## src/rtl/siso.sv

```systemverilog
// rtl/siso.sv - serial-in serial-out shift register with parallel stage view
module siso #(
  parameter int DEPTH = 4
) (
  input  logic             clock,
  input  logic             reset,
  input  logic             en,
  input  logic             din,
  output logic             dout,
  output logic [DEPTH-1:0] q
);

  logic [DEPTH-1:0] stage;
  logic [DEPTH-1:0] stage_shifted;

  // stage[0] takes the newest bit; a single-stage register has nothing to shift along
  if (DEPTH == 1) begin : g_single
    assign stage_shifted = din;
  end else begin : g_chain
    assign stage_shifted = {stage[DEPTH-2:0], din};
  end

  always_ff @(posedge clock) begin
    if (reset) begin
      stage <= '0;
    end else if (en) begin
      stage <= stage_shifted;
    end
  end

  assign q    = stage;
  assign dout = stage[DEPTH-1];

endmodule

```

## config.mk

```make
export PLATFORM = sky130hd
export DESIGN_NAME = siso
export DESIGN_NICKNAME = d
export VERILOG_FILES = /design/src/rtl/siso.sv
export SDC_FILE = /design/constraint.sdc
export NUM_CORES = 1
export LEC_CHECK = 0
export CORE_AREA = 2 2 39 41
export CTS_BUF_LIST = sky130_fd_sc_hd__clkbuf_8
export CTS_CLUSTER_DIAMETER = 150
export DETAILED_ROUTE_END_ITERATION = 8
export DIE_AREA = 0 0 41 43
export PLACE_DENSITY = 0.3
export SLEW_MARGIN = 40
export SYNTH_ARGS = -nofsm -noshare
export SYNTH_HDL_FRONTEND = slang
export SYNTH_SLANG_ARGS = --single-unit
```

## constraint.sdc

```tcl
create_clock -name clock -period 0.8 [get_ports clock]
set_input_delay 0.08 -clock clock [delete_from_list [all_inputs] [get_ports clock]]
set_output_delay 0.08 -clock clock [all_outputs]
set_load 0.1 [all_outputs]
```

After elaboration in Yosys (flattened, before gate mapping)
Index checks and enable logic that the tools add are counted.

Bits of input ports: 4. Flip-flop bits (word level): 4. Output and inout port bits: 5. Logic and storage cells: 1.

Logic depth before layout (Yosys ltp)
Gate-level depths: netlist of run 1.

Word-level depth: 0. Depth in mapped cells: 3. Gate-level depth less buffers: 2.

Worst setup path before layout of run 1
Ideal clock, no wire load.

Kind: register to output. From: register stage[3], in the netlist q[3]. To: output q[3]. Path buffers: 1. Stages on the path, launching flop included: 2. Arrival time: 1.373 ns. Required time: 0.720 ns. Slack: -0.653 ns. Path through: dfxtp_1 buf_4.

RTL lines: start, declared (RTL line 13) `logic [DEPTH-1:0] stage;`; start signal, assigned (RTL line 27) `stage <= stage_shifted;`; end, declared (RTL line 10) `output logic [DEPTH-1:0] q`.

No word-level cell between the ends.

Final worst setup path of run 1
From: register stage[3], in the netlist q[3]. To: output q[3].

No word-level cell between the ends.

==> results of run 1 <==
-- through the flow --
step           area, um^2  total power, mW
3_3_place_gp          300            0.313
5_1_grt               359            0.770
3_5_place_dp          300            0.313
4_1_cts               355            0.751
6_report              359            0.736
2_1_floorplan         166            0.267
-- synthesized netlist by cell type (all sizes together) --
master  count
dfxtp       4
mux2i       4
nor2        4
buf         1
clkbuf      1
-- cell type report --
cell class | instances | area (um^2) | area share (%)
clock buffers | 3 | 41.3 | 11.5
multi-input cells | 8 | 55.1 | 15.3
flip-flops and latches | 4 | 95.1 | 26.5
well taps | 16 | 20.0 | 5.57
repair buffers | 10 | 148 | 41.1
-- power breakdown --
part           switching, mW  internal, mW  total, mW
clock                  0.104         0.321      0.424
sequential           0.00758         0.198      0.206
combinational         0.0599        0.0463      0.106
total                  0.171         0.565      0.736
-- per-layer routing --
layer | vias up | global-route usage (%)
met5 | - | 0
met4 | 0 | 8.00
met3 | 2 | 4.71
met2 | 6 | 7.50
met1 | 60 | 3.88
li1 | 67 | -
-- logic make-up after synthesis --
family,after synthesis
buffers and inverters,2
DFF,4
muxes,4
and+or+nand+nor,4
-- path summary, 6_finish.rpt --
check                            end  slack [ns]  cells past startpoint
worst min register to register  q[1]        0.52                      2
worst max register to register  q[3]        0.04                      3
worst max-delay path            q[3]       -0.04                      1
worst min-delay path            q[1]        0.39                      3
-- repair_timing --
action / 4_1_cts / 5_1_grt
cloned: 0 / 0
endpoints found under the setup margin: 9 / 7
pin swaps: 0 / 1
resized for setup: 1 / 1
buffers inserted: 2 / 0
-- worst min-delay path, stage by stage --
cell	delay [ns]
dlygate4sd2_1	0.32
mux2i_1	0.10
nor2_1	0.07
==> flow_summary.yaml, run 1 <==
clock_tree:
  cts_buffer_depth: 2
  cts_buffers: 3
  cts_tree: "yes"
  clock-sinks: 4
  htree_levels: 1
  cts.clk_slew.worst_paths_ns: 0.03
  root_buffer: "clkbuf_8"
  cts_hold_buf: 0
  clock_latency_ns: 0.22
floorplan:
  core_area_mm2: 0.00138
  fp.dieW_um: 41
  die-area_mm2: 0.00176
  row_count: 14
  die_y_um: 43
  ios: 9
  start_util_pct: 10.7
synth:
  synth-compound-area-share_pct: 0
  syn_inst: 14
  synth_warnings: 0
  syn-num-nets: 18
  yosys-mux-area-fraction_pct: 27.1
  synth_cell_types: 5
  ys_seq_area_share_pct: 54.2
  synthAdderAreaFrac_pct: 0
  avgSynthCellArea_um2: 10.5
  synthTopCellsByArea: "dfxtp_1 (54%), mux2i_1 (27%), nor2_1 (10%), buf_4 (5.1%), clkbuf_2 (3.4%)"
  synth_xor_xnor_area_share_pct: 0
  synth_top_area_share_pct: 54.2
  yosysTopAreaCell: "dfxtp_1"
  synth_seq_cells: 4
  synth_top_family_by_area: "multiplexers"
  yosys.area_share.simple_pct: 10.2
  synth_area_um2: 148
timing:
  hold_viol: 0
  period_minus_slack_ns: 0.839
  fin_crit_sh_pct: 105
  relSlewSlack_pct: 85.3
  rsz0062_at_grt: "true"
  setup_viol: 5
  layout_setup_ws_ns: -0.0394
  finalSetupTns_ns: -0.132
  worst_slew_pin_slew_ns: 0.220
  skew_ns: 0.000729
  max_freq_ghz: 1.19
  slew_violations: 0
  hold_slack_ns: 0.388
global_routing:
  antenna_found_initial: 0
  grt_max_degree: 5
  grt_pass1_vias: 151
  overflow: 0
  grt_pass1_wl_um: 552
  grt_usage_pct: 5.73
worst_setup_path:
  crit_type: "flip-flop to output pin"
  crit_chain: "buf_12"
  reg2reg_from: "q[2]"
  cp.arrival_ns: 0.76
  startpoint_type: "flip-flop"
  critPathSlowestCell: "dfxtp_4"
  path_buf_inv: 1
  cp.required_ns: 0.72
  cp_max_fo: 3
  critPathTopFamily: "flip-flops"
  cp-startpoint: "q[3]"
  end_kind: "output pin"
  slowest_delay_ns: 0.37
placement:
  post-place-ws_ns: -0.267
  dp_cells: 36
  hpwl_um: 258
  io_buffers: 8
  gp_congestion: 0.694
route:
  num_vias: 135
  dr.pass1.iters: 2
  drt.antenna.violating_nets: 0
  route.detailed.wl_per_inst_um: 8.51
  highest_layer: "met4"
  routed_wl_um: 349
  drc: 0
  met3_length_um: 37
  drt-met1-wl_um: 96
  initialDrtViolationCount: 3
  routed_via_density: 3.29
  wl_met2_um: 194
cells_and_area:
  layout_commonest_cell: "buf_12"
  fill_cells: 146
  final_cell_mix: "buf_12 (5), mux2i_1 (4), nor2_1 (4), dfxtp_4 (4), clkbuf_8 (3)"
  final_cell_count_no_fill: 41
  final_core_util_pct: 25.9
  n_antenna_cell: 0
  area_growth_syn_to_layout_pct: 143
  final_layout_size_suffix_gt1_share_pct: 56.0
  largest_reg_flops: 4
  layout.nets: 31
run:
  drv_cap: 0
outcome:
  violations: "setup timing"
  status: "finished, violations left"
pwr:
  power_density_mw_per_mm2: 2050
  p_leak_nw: 0.152
  ir_drop_v: 0.000637
min_path:
  min-delay-start: "en"
  hp-class: "primary input to flip-flop"
Power figures use the tool's default switching activity.
==> run 2: changes to the inputs <==
--- a/config.mk
+++ b/config.mk
@@ -10,6 +10,7 @@
 export CTS_CLUSTER_DIAMETER = 150
 export DETAILED_ROUTE_END_ITERATION = 8
 export DIE_AREA = 0 0 41 43
+export HOLD_SLACK_MARGIN = 0.06
 export PLACE_DENSITY = 0.3
 export SLEW_MARGIN = 40
 export SYNTH_ARGS = -nofsm -noshare
==> results of run 2 <==
The final DEF is identical to that of run 1; final timing and power are the same.
